==> config.mk <==
export PLATFORM = sky130hd
export DESIGN_NAME = fir_mac_filter
export DESIGN_NICKNAME = d
export VERILOG_FILES = /design/src/rtl/fir_pkg.sv /design/src/rtl/fir_mac.sv /design/src/rtl/fir_mac_filter.sv
export SDC_FILE = /design/constraint.sdc
export NUM_CORES = 2
export LEC_CHECK = 0
export CORE_AREA = 2 2 259 325
export CTS_CLUSTER_SIZE = 12
export DETAILED_ROUTE_END_ITERATION = 6
export DIE_AREA = 0 0 261 327
export PLACE_DENSITY_LB_ADDON = 0.25
export SYNTH_ARGS = -nofsm -noshare
export SYNTH_HDL_FRONTEND = slang
export SYNTH_HIERARCHICAL = 1
export SYNTH_SLANG_ARGS = --single-unit
==> constraint.sdc <==
create_clock -name clk_i -period 9.55 [get_ports clk_i]
set_input_delay 2.3875 -clock clk_i [delete_from_list [all_inputs] [get_ports clk_i]]
set_output_delay 2.3875 -clock clk_i [all_outputs]
set_load 0.01 [all_outputs]
==> src/rtl/fir_pkg.sv <==
`default_nettype none
// ---------------------------------------------------------------------------
// fir_pkg : shared widths, FSM state type and output saturation for the FIR.
// Rev 1.0
// ---------------------------------------------------------------------------
package fir_pkg;

  localparam int NUM_TAPS_DEF = 10;
  localparam int SAMPLE_W     = 16;
  localparam int COEF_W       = 16;
  localparam int PROD_W       = 32;
  localparam int ACC_W        = 33;
  localparam int OUT_W        = 16;

  typedef enum logic [0:0] {
    ST_IDLE = 1'b0,
    ST_MAC  = 1'b1
  } fir_state_e;

  function automatic logic signed [OUT_W-1:0] sat16(input logic signed [ACC_W-1:0] v);
    if (v > 33'sd32767) begin
      return 16'sh7FFF;
    end else if (v < -33'sd32768) begin
      return 16'sh8000;
    end else begin
      return v[OUT_W-1:0];
    end
  endfunction

endpackage
`default_nettype wire

==> src/rtl/fir_mac.sv <==
`default_nettype none
// ---------------------------------------------------------------------------
// fir_mac : registered wrapping accumulator with clear, enable and product in.
// Rev 1.0
// ---------------------------------------------------------------------------
module fir_mac
  import fir_pkg::*;
(
  input  logic                     clk_i,
  input  logic                     rst_ni,
  input  logic                     i_en,
  input  logic                     i_clr,
  input  logic signed [PROD_W-1:0] i_prod,
  output logic signed [ACC_W-1:0]  o_acc,
  output logic signed [ACC_W-1:0]  o_sum
);

  logic signed [ACC_W-1:0] r_acc;
  logic signed [ACC_W-1:0] w_prod_ext;

  assign w_prod_ext = ACC_W'(i_prod);
  // o_sum is the running total including the current product, so the owner
  // can capture the final tap without waiting an extra cycle.
  assign o_sum      = r_acc + w_prod_ext;
  assign o_acc      = r_acc;

  always_ff @(posedge clk_i or negedge rst_ni) begin
    if (!rst_ni) begin
      r_acc <= '0;
    end else if (i_en) begin
      if (i_clr) begin
        r_acc <= '0;
      end else begin
        r_acc <= o_sum;
      end
    end
  end

endmodule
`default_nettype wire

==> src/rtl/fir_mac_filter.sv <==
`default_nettype none
// ---------------------------------------------------------------------------
// fir_mac_filter : N-tap FIR, one multiply-accumulate per enabled cycle.
// Rev 1.0
// ---------------------------------------------------------------------------
module fir_mac_filter
  import fir_pkg::*;
#(
  parameter int NUM_TAPS  = NUM_TAPS_DEF,
  parameter int OUT_SHIFT = 0
) (
  input  logic                    clk_i,
  input  logic                    rst_ni,
  input  logic                    clk_en_i,
  input  logic                    signal_en_i,
  input  logic [23:0]             signal_i,
  input  logic                    coef_we_i,
  input  logic [7:0]              tapnum_i,
  input  logic [15:0]             tap_i,
  output logic signed [ACC_W-1:0] result_o,
  output logic signed [OUT_W-1:0] final_o,
  output logic                    done_o
);

  localparam int IDX_W = (NUM_TAPS > 1) ? $clog2(NUM_TAPS) : 1;
  localparam logic [IDX_W-1:0] LAST_IDX = IDX_W'(NUM_TAPS - 1);

  typedef logic signed [SAMPLE_W-1:0] sample_t;
  typedef logic signed [COEF_W-1:0]   coef_t;

  sample_t                 r_window     [NUM_TAPS];
  sample_t                 w_window_nxt [NUM_TAPS];
  sample_t                 r_frame      [NUM_TAPS];
  coef_t                   r_coef       [NUM_TAPS];
  fir_state_e              r_state;
  logic [IDX_W-1:0]        r_idx;
  logic                    r_pending;
  logic                    w_last;
  logic                    w_start;
  logic                    w_acc_en;
  logic signed [PROD_W-1:0] w_prod;
  logic signed [ACC_W-1:0]  w_sum;
  logic signed [ACC_W-1:0]  w_shifted;
  logic signed [ACC_W-1:0]  w_acc_unused;
  logic                     w_sig_unused;

  assign w_sig_unused = ^signal_i[23:SAMPLE_W];

  always_comb begin
    w_window_nxt = r_window;
    if (signal_en_i) begin
      w_window_nxt[0] = $signed(signal_i[SAMPLE_W-1:0]);
      for (int k = 1; k < NUM_TAPS; k++) begin
        w_window_nxt[k] = r_window[k-1];
      end
    end
  end

  always_ff @(posedge clk_i or negedge rst_ni) begin
    if (!rst_ni) begin
      for (int k = 0; k < NUM_TAPS; k++) begin
        r_window[k] <= '0;
      end
    end else if (clk_en_i) begin
      r_window <= w_window_nxt;
    end
  end

  // Coefficients are read live by the MAC, so a write mid-pass affects later taps.
  always_ff @(posedge clk_i or negedge rst_ni) begin
    if (!rst_ni) begin
      for (int k = 0; k < NUM_TAPS; k++) begin
        r_coef[k] <= '0;
      end
    end else if (clk_en_i && coef_we_i && (32'(tapnum_i) < NUM_TAPS)) begin
      r_coef[tapnum_i[IDX_W-1:0]] <= $signed(tap_i);
    end
  end

  assign w_last    = (r_state == ST_MAC) && (r_idx == LAST_IDX);
  assign w_start   = ((r_state == ST_IDLE) && signal_en_i) ||
                     (w_last && (r_pending || signal_en_i));
  assign w_acc_en  = clk_en_i && (w_start || (r_state == ST_MAC));
  assign w_prod    = PROD_W'(r_coef[r_idx]) * PROD_W'(r_frame[r_idx]);
  assign w_shifted = w_sum >>> OUT_SHIFT;

  fir_mac u_mac (
    .clk_i  (clk_i),
    .rst_ni (rst_ni),
    .i_en   (w_acc_en),
    .i_clr  (w_start),
    .i_prod (w_prod),
    .o_acc  (w_acc_unused),
    .o_sum  (w_sum)
  );

  always_ff @(posedge clk_i or negedge rst_ni) begin
    if (!rst_ni) begin
      r_state   <= ST_IDLE;
      r_idx     <= '0;
      r_pending <= 1'b0;
      result_o  <= '0;
      final_o   <= '0;
      done_o    <= 1'b0;
      for (int k = 0; k < NUM_TAPS; k++) begin
        r_frame[k] <= '0;
      end
    end else if (clk_en_i) begin
      done_o <= 1'b0;
      case (r_state)
        ST_IDLE: begin
          if (signal_en_i) begin
            r_frame <= w_window_nxt;
            r_idx   <= '0;
            r_state <= ST_MAC;
          end
        end
        ST_MAC: begin
          if (w_last) begin
            result_o  <= w_sum;
            final_o   <= sat16(w_shifted);
            done_o    <= 1'b1;
            r_pending <= 1'b0;
            // Any samples seen during the pass collapse into one pass over the newest window.
            if (r_pending || signal_en_i) begin
              r_frame <= w_window_nxt;
              r_idx   <= '0;
            end else begin
              r_state <= ST_IDLE;
            end
          end else begin
            r_idx <= r_idx + 1'b1;
            if (signal_en_i) begin
              r_pending <= 1'b1;
            end
          end
        end
        default: r_state <= ST_IDLE;
      endcase
    end
  end

endmodule
`default_nettype wire

# --- Yosys cells after proc, flatten, opt, wreduce, memory -nomap -nowiden ---
# Index checks and enable logic that the tools add are counted.
classes:
  n_eq_ne: 5
  muxes: 29
  magnitude_cmp: 6
  add_sub_neg: 2
  bitwise_logic: 3
  multipliers: 1
  n_reduce_logical: 15
ops:
  columns: ["cell", "count"]
  rows:
  - ["$mux W160", 4]
  - ["$pmux W160 S2", 1]
  - ["$bwmux W160", 1]
  - ["$bmux W16 S4", 2]
  - ["$mux W16", 7]
  - ["$demux W16 S4", 1]
  - ["$add A33 B32 Y33", 1]
  - ["$gt A33 B16 Y1 const B", 1]
  - ["$lt A33 B16 Y1 const B", 1]
  - ["$mux W33", 1]
  - ["$mul A16 B16 Y32", 1]
  - ["$mux W4", 3]
  - ["$ge A5 B5 Y1 const B", 2]
  - ["$not A4 Y5", 2]
  - ["$reduce_and A3 Y1", 3]
  - ["$lt A8 B4 Y1 const B", 1]
  - ["$pmux W4 S2", 1]
  - ["$logic_and A1 B1 Y1", 7]
  - ["$mux W1", 7]
  - ["$lt A5 B1 Y1 const B", 1]
  - ["$add A4 B1 Y4 const B", 1]
  - ["$eq A4 B4 Y1 const B", 1]
  - ["$ne A2 B1 Y1 const B", 2]
  - ["$reduce_and A4 Y1", 1]
  - ["other kinds (6)", 8]
totals:
  out_inout_bits: 50
  inputBits: 53
  elab_cells: 98
  register_bits: 569

# --- Depth between registers and ports, before layout ---
depth:
  depth_word: 9
  mapped_depth: 48
  depth_no_buf: 42

# --- Cells and area by module ---
# Netlist, hierarchy kept.
modules_own_cells:
  columns: ["module", "cells_each", "instances", "area_per_inst_um2", "seq_area_each_um2"]
  rows:
  - ["fir_mac_filter", 3003, 1, 33739.9, 13412.9]
  - ["fir_mac", 346, 1, 3064.2, 825.8]

# --- Worst setup path after synthesis ---
# No wires, ideal clock.
synth_path:
  path_kind: "reg-to-reg"
  startpoint: "register r_idx[0]"
  endpoint: "register final_o[10]"
  path_stages_with_launch: 43
  n_path_buf: 5
  path_slack_ns: -0.188
  setup_time_ns: 0.133
  synth_period_minus_slack_ns: 9.738
  arrival_ns: 9.604
  required_ns: 9.417
  path_cell_list: "dfrtp_1 buf_4 buf_4 buf_2 mux2_2 a22oi_1 a2bb2oi_1 buf_2 nor2_1 fa_1 inv_1 fa_1 fa_1 fa_1 inv_1 fa_1 inv_1 fa_1 [... 7 more ...] nor2_1 xnor2_1 ha_1 a21o_1 a21o_1 a21o_1 a221o_1 a31oi_4 o21bai_4 a221oi_2 xnor2_1 nor4_1 nand4_1 nor4_1 nor2_1 clkbuf_1 nor2_1 o21ai_0"
synth_via:
  elab_chain_len: 9
  word_cells_on_any_way: 16
  cone_classes: "add/sub (1); mul (1); order compare (2); eq/ne (1); mux (8); bitwise (1); reduce/logical (2)"
synth_rtl:
  columns: ["item", "line", "source"]
  rows:
  - ["start: declaration", "fir_mac_filter.sv:36", "logic [IDX_W-1:0] r_idx;"]
  - ["start signal: assignment", "fir_mac_filter.sv:132", "r_idx <= r_idx + 1'b1;"]
  - ["$not A4 Y5 (not written as such) (*)", "fir_mac_filter.sv:84", "assign w_prod = PROD_W'(r_coef[r_idx]) * PROD_W'(r_frame[r_idx]);"]
  - ["$bmux W16 S4", "fir_mac_filter.sv:84", null]
  - ["$mux W16 (not written as such) (2 in a row)", "fir_mac_filter.sv:84", null]
  - ["$mul A16 B16 Y32 (*)", "fir_mac_filter.sv:84", null]
  - ["net w_prod[16]", "fir_mac_filter.sv:41", "logic signed [PROD_W-1:0] w_prod;"]
  - ["$add A33 B32 Y33 (*)", "fir_mac.sv:24", "assign o_sum = r_acc + w_prod_ext;"]
  - ["net w_shifted[31]", "fir_mac_filter.sv:43", "logic signed [ACC_W-1:0] w_shifted;"]
  - ["$lt A33 B16 Y1", "fir_pkg.sv:23", "end else if (v < -33'sd32768) begin"]
  - ["$mux W16", "fir_pkg.sv:23", null]
  - ["$mux W16 (*)", "fir_pkg.sv:21", "if (v > 33'sd32767) begin"]
  - ["end signal: assignment", "fir_mac_filter.sv:121", "final_o <= sat16(w_shifted);"]
  - ["end: declaration", "fir_mac_filter.sv:21", "output logic signed [OUT_W-1:0] final_o,"]
# The timed path passes the listed nets; every way through them passes the cells marked *. The select of a mux whose other input is x is not followed.
# A chain may end at the register's enable or synchronous reset.

# --- Final worst setup path ---
layout_path:
  startpoint: "register r_idx[0]"
  endpoint: "register final_o[14]"
# Same word-level chain as after synthesis.

==> flow_summary.yaml <==
synth:
  synth-seq-cells: 569
  synth_top_flop_cell: "dfrtp_1"
  synth_top_area_cell: "dfrtp_1"
  syn_area_per_cell_sq_um: 10.99
  synthesis.nets: 3781
  syn-cell-area_sq_mm: 0.03680
  synthTopCellsByArea: "dfrtp_1, fa_1, mux2_2, mux2i_1, ha_1"
  async_flop_share_pct: 100.0
  synth_top_cell_area_share_pct: 38.69
  seq_area_frac_synth_pct: 38.69
  synth_edf_count: 0
  ys_types: 71
  syn_inst: 3349
  yosys_warnings: 6
clock_network:
  cts-root-buf: "clkbuf_16"
  path_clk_slew_ps: 60
  clock_path_buffers: 3
  cts_buffers: 58
  clk_latency_ps: 650
  h-tree-depth: 2
  cts.sinks: 569
  cts_hold_buf: 0
  tritoncts: "built"
sta:
  max_freq_mhz: 101.1
  worst_slew_pin_slew_ps: 1194
  period_needed_ps: 9889
  setup_slack_ps: -339.1
  drv_slew: 0
  fin_setup_tns_ps: -4693
  slew_headroom_pct: 19.89
  rsz0062_at_grt: "true"
  hold_viol: 0
  setup_violations: 15
  period_share_pct: 103.6
  fin_worst_skew_ps: 41.26
global_routing:
  grt.overflow.total: 0
  grtUsageMet1_pct: 26.71
  grt_util_met3_pct: 2.136
  grt_max_degree: 196
  grt_antenna_before_repair: 0
  track_usage_pct: 21.09
  use_met2_pct: 37.83
  grt_pass1_wl_um: 143700
  busiest_layer: "met2"
  grt_pass1_vias: 27400
setup_path:
  cp_top_family: "adder cells"
  endpoint_kind: "register"
  rrSetupSlack_ps: -340
  cp.arrival_ps: 10420
  cpPeakStageDelay_ps: 630
  crit_fanout: 8
  slowest_stage: "fa_2"
  cp-startpoint: "r_idx[0]$_DFFE_PN0P_"
  critPathRequiredTime_ps: 10080
  path_class: "register to register"
  critPathBufInv: 13
  critPathLaunchType: "register"
  r2r_start: "r_idx[0]$_DFFE_PN0P_"
  path_common_cell: "buf_4"
power_and_ir_drop:
  pwr-share-seq_pct: 19.9
  p_comb_share_pct: 68.0
  peakVddDrop_uv: 419.4
  switching_share_pct: 41.59
  internal_power_uw: 10760
  power_density_mw_per_mm2: 408.8
  p_sw_uw: 7660
  p_leak_uw: 0.02160
  clock_power_share_pct: 12.1
floorplan:
  ios: 103
  core_area_sq_mm: 0.08238
  fp.dieArea_sq_mm: 0.08535
  fp-row-count: 118
  die_h_um: 327
  die_w_um: 261
  start_util_pct: 44.67
hold_path:
  hp-class: "register to register"
  hold_start: "result_o[27]$_DFFE_PN0P_"
detailed_routing:
  drt_iter0_drc: 1369
  antenna_left: 0
  vias_per_cell: 5.305
  drt-pass1-iter-count: 5
  remaining_drc_errors: 0
  drt-total-wl_um: 87300
  wire_per_inst_um: 17.98
  vias: 25760
final_layout:
  final-instance-count-excl-fill: 4856
  fin_nets: 4173
  antenna_cells: 0
  area_delta_synth_final_pct: 22.41
  drive_above_1_share_pct: 31.04
placement:
  dp_hpwl_um: 60960
  placedCellCount: 4692
  io_buffers: 94
  gp_congestion: 0.8842
flow_run:
  max_cap_violations: 0
run_status:
  status: "finished, violations left"
  violations: "setup timing"
[power by group through the flow]
stage	logic [uW]	clock network (uW)	registers, uW
final	12500	2230	3660
after CTS	11900	2300	3670
after global routing	13700	2380	3770
after detailed placement	10400	0	3710
after global placement	10300	0	3680
after floorplan	5910	0	3560
[stage by stage]
stage	total power, uW	hold WS (ps)	worst slack [ps]	area (sq um)	util [%]
after floorplan	9462	473.9	2.642	36860	-
after global placement	13960	459.8	-518.3	41460	50.32
final	18420	473.1	-339.1	45050	54.68
after detailed placement	14120	461.5	-641.0	41460	50.32
after CTS	17820	477.2	-330.2	44300	53.77
after global routing	19870	499.7	-695.2	45050	54.68
[sequential cells by signal (all words and copies together), names as in the netlist, 4 cells and up]
register	cells
r_coef	160
r_frame	160
r_window	160
result_o	33
u_mac/o_acc	33
final_o	16
r_idx	4
[logic make-up (layout without fill, tap and decap cells)]
kind of cell	after synthesis	count (layout)	share of synthesized area [%]
DFF	569	569	38.69
muxes	586	586	19.14
AOI/OAI and AO/OA	463	463	7.942
buffers and inverters	519	946	5.545
adders and majority gates	379	379	18.25
and+or+nand+nor	764	764	8.798
xor gates and xnor gates	69	69	1.642
[worst min-delay path, cell delays in order (launching register included)]
cell and delay, ps:
dfrtp_1 340, nand2_1 50, nand2_1 60
[per-layer routing]
metal,share of wire (%),routed length (um)
met5,0,0
met4,3.1,2749
met3,2.9,2546
met1,42,36370
met2,52,45640
[synth_stat cells, drive strengths merged, types with 5 or more instances]
library cell  count
xnor2            46
o21bai            8
or3               5
a211oi            8
nor2b            41
mux2i           170
fa              263
o21a              6
a21oi           226
nand2b           14
o21ai            50
mux2            361
a31oi             7
o2bb2ai           7
nor4              7
nor3             11
mux4             55
clkbuf          123
buf              73
a31o             32
o22a              9
and3              9
inv             321
and2              7
o211ai            6
a21o             21
dfrtp           569
nand4            13
o22ai            11
nand2           245
nand3            16
ha              116
a2bb2oi          15
xor2             23
or2              10
nor2            374
a22oi            32
[cells in the final DEF, fill, tap and decap left out, types with 9 or more instances in the layout]
cell type	count
a21o_1	19
fa_2	9
mux4_2	55
xor2_1	21
buf_12	34
o21ai_1	18
mux2_2	351
nand2_1	235
nor2_1	349
buf_6	21
a31o_2	30
nand3_1	15
nor2b_1	40
a22oi_1	11
ha_1	103
nand4_1	13
mux2_4	10
a2bb2oi_2	13
clkbuf_8	13
nor2_4	13
ha_4	11
clkdlybuf4s50_1	92
a21oi_2	17
inv_2	9
o21ai_2	9
a21oi_1	208
nor2_2	12
xnor2_1	39
inv_1	307
o21ai_0	22
or2_2	10
clkbuf_1	15
a22oi_2	21
fa_1	254
dfrtp_1	566
clkbuf_16	59
nand2b_1	13
mux2i_1	170
buf_4	369
[path summary, 6_finish.rpt]
check / cells past startpoint / to
max in group asynchronous: 2 / r_coef[30]$_DFFE_PN0P_
max: 41 / final_o[14]$_DFFE_PN0P_
min: 2 / result_o[27]$_DFFE_PN0P_
min in group asynchronous: 1 / r_frame[59]$_DFFE_PN0P_
max reg2reg: 41 / final_o[14]$_DFFE_PN0P_
min reg2reg: 2 / result_o[27]$_DFFE_PN0P_
[timing repair]
item	in CTS	in global routing
setup buffers	39	26
gates cloned	6	0
gates resized for setup	149	116
setup endpoints to repair	18	24
pin swaps	45	58
[layout make-up]
type,instances,area (sq um)
multi-input cells,2261,21530
well taps,1080,1351
fillers,7142,37330
flip-flops and latches,569,14250
inverters,323,1230
clock buffers,86,1687
clock inverters,9,142.6
repair buffers,528,4863
Note: power is estimated with default switching activity, not from simulation.
